--- src/rtl/vga_pixel_fetch.sv ---
// Pixel fetch behind the VGA timing generator: 2x-upscaled RGB332 framebuffer reads, colour expansion, frame-synced buffer swap.
// Define VGA_BORDER_EN to force a white one-pixel border around the visible area.
module vga_pixel_fetch #(
    localparam int unsigned AW = 18
) (
    input  logic          vgaclk,
    input  logic          rst_n,
    input  logic [9:0]    x,
    input  logic [9:0]    y,
    input  logic          blank_b_in,
    input  logic          hsync_in,
    input  logic          vsync_in,
    output logic [AW-1:0] mem_addr,
    input  logic [7:0]    mem_rdata,
    input  logic          swap_req,
    output logic          swap_ack,
    output logic          base_sel,
    output logic [7:0]    vga_r,
    output logic [7:0]    vga_g,
    output logic [7:0]    vga_b,
    output logic          hsync,
    output logic          vsync,
    output logic          blank_b,
    output logic          sync_b
);

    localparam int unsigned HACTIVE = 640;
    localparam int unsigned VACTIVE = 480;
    localparam int unsigned FB_W    = HACTIVE / 2;
    localparam int unsigned FB_H    = VACTIVE / 2;
    localparam int unsigned FB_SIZE = FB_W * FB_H;

    typedef enum logic {
        IDLE    = 1'b0,
        PENDING = 1'b1
    } swap_state_e;

    swap_state_e   state_q, state_d;
    logic          base_sel_q, base_sel_d;
    logic          swap_ack_q, swap_ack_d;
    logic          vs_prev_q;
    logic          vs_fall_c;

    logic [AW-1:0] mem_addr_q, mem_addr_d;
    logic [AW-1:0] row_c;
    logic [AW-1:0] base_c;
    logic          unused_lsb_c;

    logic [1:0]    blank_p_q;
    logic [1:0]    hs_p_q;
    logic [1:0]    vs_p_q;

    logic [7:0]    vga_r_q, vga_r_d;
    logic [7:0]    vga_g_q, vga_g_d;
    logic [7:0]    vga_b_q, vga_b_d;
    logic          hsync_q, vsync_q, blank_b_q, sync_b_q;

`ifdef VGA_BORDER_EN
    logic          border_c;
    logic [1:0]    border_p_q;

    assign border_c = blank_b_in && (x == 10'(0) || x == 10'(HACTIVE - 1) ||
                                     y == 10'(0) || y == 10'(VACTIVE - 1));
`endif

    assign vs_fall_c    = !vsync_in && vs_prev_q;
    assign unused_lsb_c = ^{x[0], y[0]};

    // Swap handshake: a request waits for the next vsync falling edge
    always_comb begin
        state_d    = state_q;
        base_sel_d = base_sel_q;
        swap_ack_d = 1'b0;
        case (state_q)
            IDLE: begin
                if (swap_req) state_d = PENDING;
            end
            PENDING: begin
                if (vs_fall_c) begin
                    state_d    = IDLE;
                    base_sel_d = ~base_sel_q;
                    swap_ack_d = 1'b1;
                end
            end
            default: state_d = IDLE;
        endcase
    end

    // S1: row*320 built from two shifts
    always_comb begin
        row_c      = AW'(y[9:1]);
        base_c     = base_sel_q ? AW'(FB_SIZE) : '0;
        mem_addr_d = '0;
        if (blank_b_in) begin
            mem_addr_d = base_c + (row_c << 8) + (row_c << 6) + AW'(x[9:1]);
        end
    end

    // S3: RGB332 bit-replicated to 8 bits per channel
    always_comb begin
        vga_r_d = '0;
        vga_g_d = '0;
        vga_b_d = '0;
        if (blank_p_q[1]) begin
            vga_r_d = {mem_rdata[7:5], mem_rdata[7:5], mem_rdata[7:6]};
            vga_g_d = {mem_rdata[4:2], mem_rdata[4:2], mem_rdata[4:3]};
            vga_b_d = {4{mem_rdata[1:0]}};
`ifdef VGA_BORDER_EN
            if (border_p_q[1]) begin
                vga_r_d = 8'hFF;
                vga_g_d = 8'hFF;
                vga_b_d = 8'hFF;
            end
`endif
        end
    end

    always_ff @(posedge vgaclk or negedge rst_n) begin
        if (!rst_n) begin
            state_q    <= IDLE;
            base_sel_q <= 1'b0;
            swap_ack_q <= 1'b0;
            vs_prev_q  <= 1'b1;
            mem_addr_q <= '0;
            blank_p_q  <= '0;
            hs_p_q     <= '1;
            vs_p_q     <= '1;
            vga_r_q    <= '0;
            vga_g_q    <= '0;
            vga_b_q    <= '0;
            hsync_q    <= 1'b1;
            vsync_q    <= 1'b1;
            blank_b_q  <= 1'b0;
            sync_b_q   <= 1'b1;
        end else begin
            state_q    <= state_d;
            base_sel_q <= base_sel_d;
            swap_ack_q <= swap_ack_d;
            vs_prev_q  <= vsync_in;
            mem_addr_q <= mem_addr_d;
            blank_p_q  <= {blank_p_q[0], blank_b_in};
            hs_p_q     <= {hs_p_q[0], hsync_in};
            vs_p_q     <= {vs_p_q[0], vsync_in};
            vga_r_q    <= vga_r_d;
            vga_g_q    <= vga_g_d;
            vga_b_q    <= vga_b_d;
            hsync_q    <= hs_p_q[1];
            vsync_q    <= vs_p_q[1];
            blank_b_q  <= blank_p_q[1];
            sync_b_q   <= hs_p_q[1] & vs_p_q[1];
        end
    end

`ifdef VGA_BORDER_EN
    // Border flag rides alongside the sync pipeline
    always_ff @(posedge vgaclk or negedge rst_n) begin
        if (!rst_n) begin
            border_p_q <= '0;
        end else begin
            border_p_q <= {border_p_q[0], border_c};
        end
    end
`endif

    assign mem_addr = mem_addr_q;
    assign swap_ack = swap_ack_q;
    assign base_sel = base_sel_q;
    assign vga_r    = vga_r_q;
    assign vga_g    = vga_g_q;
    assign vga_b    = vga_b_q;
    assign hsync    = hsync_q;
    assign vsync    = vsync_q;
    assign blank_b  = blank_b_q;
    assign sync_b   = sync_b_q;

endmodule

--- config.mk ---
export PLATFORM = sky130hd
export DESIGN_NAME = vga_pixel_fetch
export DESIGN_NICKNAME = d
export VERILOG_FILES = /design/src/rtl/vga_pixel_fetch.sv
export SDC_FILE = /design/constraint.sdc
export NUM_CORES = 1
export LEC_CHECK = 0
export ABC_AREA = 1
export BUFFER_PORTS_ARGS = -buffer_cell sky130_fd_sc_hd__buf_2
export CAP_MARGIN = 25
export CORE_MARGIN = 5
export CORE_UTILIZATION = 30
export CTS_CLUSTER_DIAMETER = 80
export DETAILED_ROUTE_END_ITERATION = 10
export GPL_TIMING_DRIVEN = 1
export SLEW_MARGIN = 40
export SYNTH_ARGS = -nofsm -noshare
export SYNTH_HDL_FRONTEND = slang
export SYNTH_SLANG_ARGS = --single-unit
--- constraint.sdc ---
create_clock -name vgaclk -period 5.68 [get_ports vgaclk]
set_input_delay 0.568 -clock vgaclk [delete_from_list [all_inputs] [get_ports vgaclk]]
set_output_delay 0.568 -clock vgaclk [all_outputs]
set_load 0.02 [all_outputs]
Word level (Yosys, flattened, before mapping)

Cells that the tools add are included.

Flip-flop bits (word level): 56
Input bits: 34
Output and inout port bits: 48
Word-level logic and storage cells: 34

$add $sub $neg: 3
Muxes and demuxes: 10
Bitwise operators: 3
Reductions and logical operators: 3

Operator list:

| operator          | number |
|---|---|
| $mux 8            | 3 |
| $add 17x17->18    | 1 |
| $add 18x15->18    | 1 |
| $add 18x9->18     | 1 |
| $mux 18           | 1 |
| $mux 17           | 1 |
| $mux 1            | 4 |
| $not 1->1         | 2 |
| $pmux 1 s2        | 1 |
| $reduce_and 2->1  | 1 |
| $and 1x1->1       | 1 |
| $logic_and 1x1->1 | 1 |
| $logic_not 1->1   | 1 |

Depth between registers and ports, before layout

Depth in word-level cells: 5
Depth in mapped cells: 13
Depth with buffers taken out: 13

Least setup slack after synthesis

Ideal clock, no wire load.

Path kind: input to register
Start point: in y[3]
End point: reg mem_addr_q[15], in the netlist mem_addr[15]
Arrival: 2.060 ns
Data required time: 5.561 ns
Path slack: 3.501 ns
Stages on the path: 9
Buffers on the path: 0
Path through: inv_1 fa_1 fa_1 inv_1 nand3_1 nand3_2 nand2_1 a21oi_1 nor2_1

Cells in the longest elaborated chain, start to end: 4

Ends and longest elaborated chain:

| element              | RTL line | RTL |
|---|---|---|
| start, declared      | 9        | `input logic [9:0] y,` |
| $add 17x17->18       | 95       | `mem_addr_d = base_c + (row_c << 8) + (row_c << 6) + AW'(x[9:1]);` |
| $add 18x15->18 *     | 95       |  |
| $add 18x9->18 *      | 95       |  |
| $mux 18 *            | 94       | `if (blank_b_in) begin` |
| via mem_addr_d[15]   | 44       | `logic [AW-1:0] mem_addr_q, mem_addr_d;` |
| end signal, assigned | 140      | `mem_addr_q <= mem_addr_d;` |
| end, declared        | 44       |  |

The timed path passes the listed nets; every way through them passes the cells marked *.
A chain may end at the register's enable or synchronous reset.

Worst setup path in the final report

Start point: reg base_sel_q, in the netlist base_sel
End point: reg mem_addr_q[16], in the netlist mem_addr[16]

Cells in the longest elaborated chain, start to end: 5

Ends and longest elaborated chain:

| element                | RTL line | RTL |
|---|---|---|
| start, declared        | 39       | `logic base_sel_q, base_sel_d;` |
| start signal, assigned | 137      | `base_sel_q <= base_sel_d;` |
| $mux 17                | 92       | `base_c = base_sel_q ? AW'(FB_SIZE) : '0;` |
| $add 17x17->18         | 95       |  |
| $add 18x15->18         | 95       |  |
| $add 18x9->18          | 95       |  |
| $mux 18                | 94       |  |
| via mem_addr_d[16]     | 44       |  |

The timed path passes the listed nets, and every way through them passes these cells.

==> results.yml <==
status:
  status: "finished clean"
logic_synthesis:
  synth_top_area_cell: "dfrtp_1"
  syn_area_sq_um: 2058
  yosys_warnings: 0
  synth_top_area_share: 0.3891
  synth.avg_cell_area_sq_um: 8.758
  ys_types: 24
  synth_seq_area_share: 0.4784
  ys_ff_latch: 39
  synth_area_leaders: "dfrtp_1 (39%), nand2_1 (11%), ha_1 (9.1%), dfstp_2 (8.9%), inv_1 (8.8%)"
  netlist_instances: 235
  synthesis.nets: 289
layout:
  layout_commonest_cell: "buf_2"
  syn_to_final_growth_pct: 23.10
  final_cell_mix: "buf_2 (79), nand2_1 (59), inv_1 (48)"
  nets: 358
  drive_gt1_frac: 0.3279
  antenna_cells: 0
  fin_area_sq_um: 2534
global_route:
  grt_max_degree: 22
  overflow: 0
  first_global_vias: 1624
  grt_pass1_wl_um: 7169
  grt_usage: 0.1032
  antenna_found_initial: 0
worst_setup_path:
  endpoint_kind: "flop"
  r2r_slack_ps: 3440
  critPathMaxFanout: 5
  critPathRequiredTime_ps: 5900
  critPathLaunch: "base_sel$_DFFE_PN0P_"
  reg2reg_to: "mem_addr[16]$_DFF_PN0_"
  start_kind: "flop"
  rr_worst_depth: 11
  arrival_ps: 2460
  reg2reg_from: "base_sel$_DFFE_PN0P_"
  critPathKind: "reg2reg"
detailed_routing:
  wl_um: 4095
  top_layer: "met4"
  routedWlPerCell_um: 10.64
  via_per_inst: 4.166
  ant_nets: 0
  vias: 1604
  wl_met1_um: 1824
  drc: 0
  route.met3.wl_um: 369
  wl_met2_um: 1808
  drt_first_iter_violations: 35
  dr.pass1.iters: 4
die:
  fp.coreArea_sq_um: 6719
  num_rows: 30
  dieHeight_um: 92.83
  dieArea_sq_um: 8617
  chipWidth_um: 92.83
  pin_count: 82
  start_util: 0.3063
timing:
  fin_crit_ps: 2239
  fmax_mhz: 446.6
  hold_viol: 0
  finalCritPeriodShare: 0.3942
  tightest_slew_ps: 456.3
  rsz0062_at_grt: "false"
  fin_skew_ps: 2.670
  tns_ps: 0
  maxSlewViolCount: 0
  setup_violations: 0
  slew_headroom: 0.6958
clock_tree:
  worstSkewPairLatency_ps: 280
  cts_tree: "done"
  htree_levels: 2
  postCtsHoldBufs: 0
  cts_buffers: 5
  post-cts-setup-buffer-count: 0
  path_clk_slew_ps: 70
  clkSinkCount: 39
  cts_buffer_depth: 2
  cts_root_buf: "clkbuf_8"
  cts_resized: 0
placed_design:
  dp_hpwl_um: 3420
  dpl-instance-area_sq_um: 2452
  gp_congestion: 0.8781
  port_buffers: 79
worst_hold_path:
  hold_path.class: "in2async"
pwr:
  power.density_nw_per_um2: 355.5
  power.leakage_nw: 1.581
  peakVddDrop_uv: 138.4
  finalPower_mw: 0.9008
job:
  maxCapViolations: 0
## worst max-delay path, stage by stage, from the launching register on
cell and delay [ps]:
dfrtp_1 480, inv_1 130, fa_1 490, inv_1 40, ha_1 350, nand2_1 90
nand2_1 80, a21oi_1 180, nand3_1 100, nand2_1 70, clkinv_1 60, nor2_2 100
## registers in the layout, summed over array words and instances (netlist names)
register   flops
mem_addr      18
vga_g          3
vga_r          3
blank_p_q      2
hs_p_q         2
vga_b          2
vs_p_q         2
base_sel       1
blank_b        1
hsync          1
state_q        1
swap_ack       1
sync_b         1
vsync          1
## metrics by stage
stage,utilization,std cells,hold slack (ps),setup slack [ps]
after floorplan,-,235,272.4,3501
after global placement,0.3609,376,331.3,3240
after detailed placement,0.3650,377,335.8,3245
after CTS,0.3771,385,237.2,3433
after global routing,0.3771,385,268.6,3171
final,0.3771,385,231.6,3441
## cell type report
| type | instances | area [sq um] |
|---|---|---|
| timing repair buffer | 80 | 422.9 |
| tap | 80 | 100.1 |
| clock inverter | 1 | 5.005 |
| inverter | 50 | 187.7 |
| clock buffer | 7 | 76.32 |
| multi-input combinational | 128 | 757.0 |
| fill | 697 | 4185 |
| sequential | 39 | 984.7 |
## report_power, final
| group | internal, mW | switching, mW | total [mW] |
|---|---|---|---|
| logic | 0.141 | 0.252 | 0.393 |
| clock network | 0.0860 | 0.0857 | 0.172 |
| registers | 0.319 | 0.0178 | 0.336 |
| total | 0.545 | 0.355 | 0.901 |
## layer usage
layer | GRT usage | up-vias
met2 | 0.1752 | 69
met3 | 0.02031 | 8
li1 | - | 820
met1 | 0.1249 | 707
met5 | 0 | -
met4 | 0.04884 | 0
## worst max-delay path by stage
stage / depth (start not counted) / to / slack (ps)
after global routing: 13 / mem_addr[16]$_DFF_PN0_ / 3170
after global placement: 10 / mem_addr[15]$_DFF_PN0_ / 3240
after detailed placement: 12 / mem_addr[13]$_DFF_PN0_ / 3250
after floorplan: 9 / mem_addr[15]$_DFF_PN0_ / 3500
after CTS: 11 / mem_addr[16]$_DFF_PN0_ / 3430
final: 11 / mem_addr[16]$_DFF_PN0_ / 3440
## synthesized netlist by cell type
master    instances
nand2_1          59
inv_1            48
dfrtp_1          32
nor2_1           22
buf_4            16
ha_1             15
nand3_1           8
dfstp_2           7
a21oi_1           5
fa_1              5
nor2_2            3
nand4_1           2
xor2_1            2
a21boi_1          1
a21oi_2           1
buf_2             1
clkbuf_1          1
clkinv_1          1
inv_2             1
nand2_2           1
nand3_2           1
o21ai_0           1
o21ai_1           1
xnor2_1           1
## cell families (layout without fill, tap and decap cells)
kind of cell | after synthesis | in the layout | synth area share
AND/OR/NAND/NOR | 96 | 96 | 0.1903
buffers and inverters | 68 | 138 | 0.1538
flip-flops | 39 | 39 | 0.4784
adder cells (fa/ha/maj) | 20 | 20 | 0.1398
AO/OA/AOI/OAI | 9 | 9 | 0.02492
XOR/XNOR | 3 | 3 | 0.01277
No activity file was read; power rests on OpenSTA's default activity.
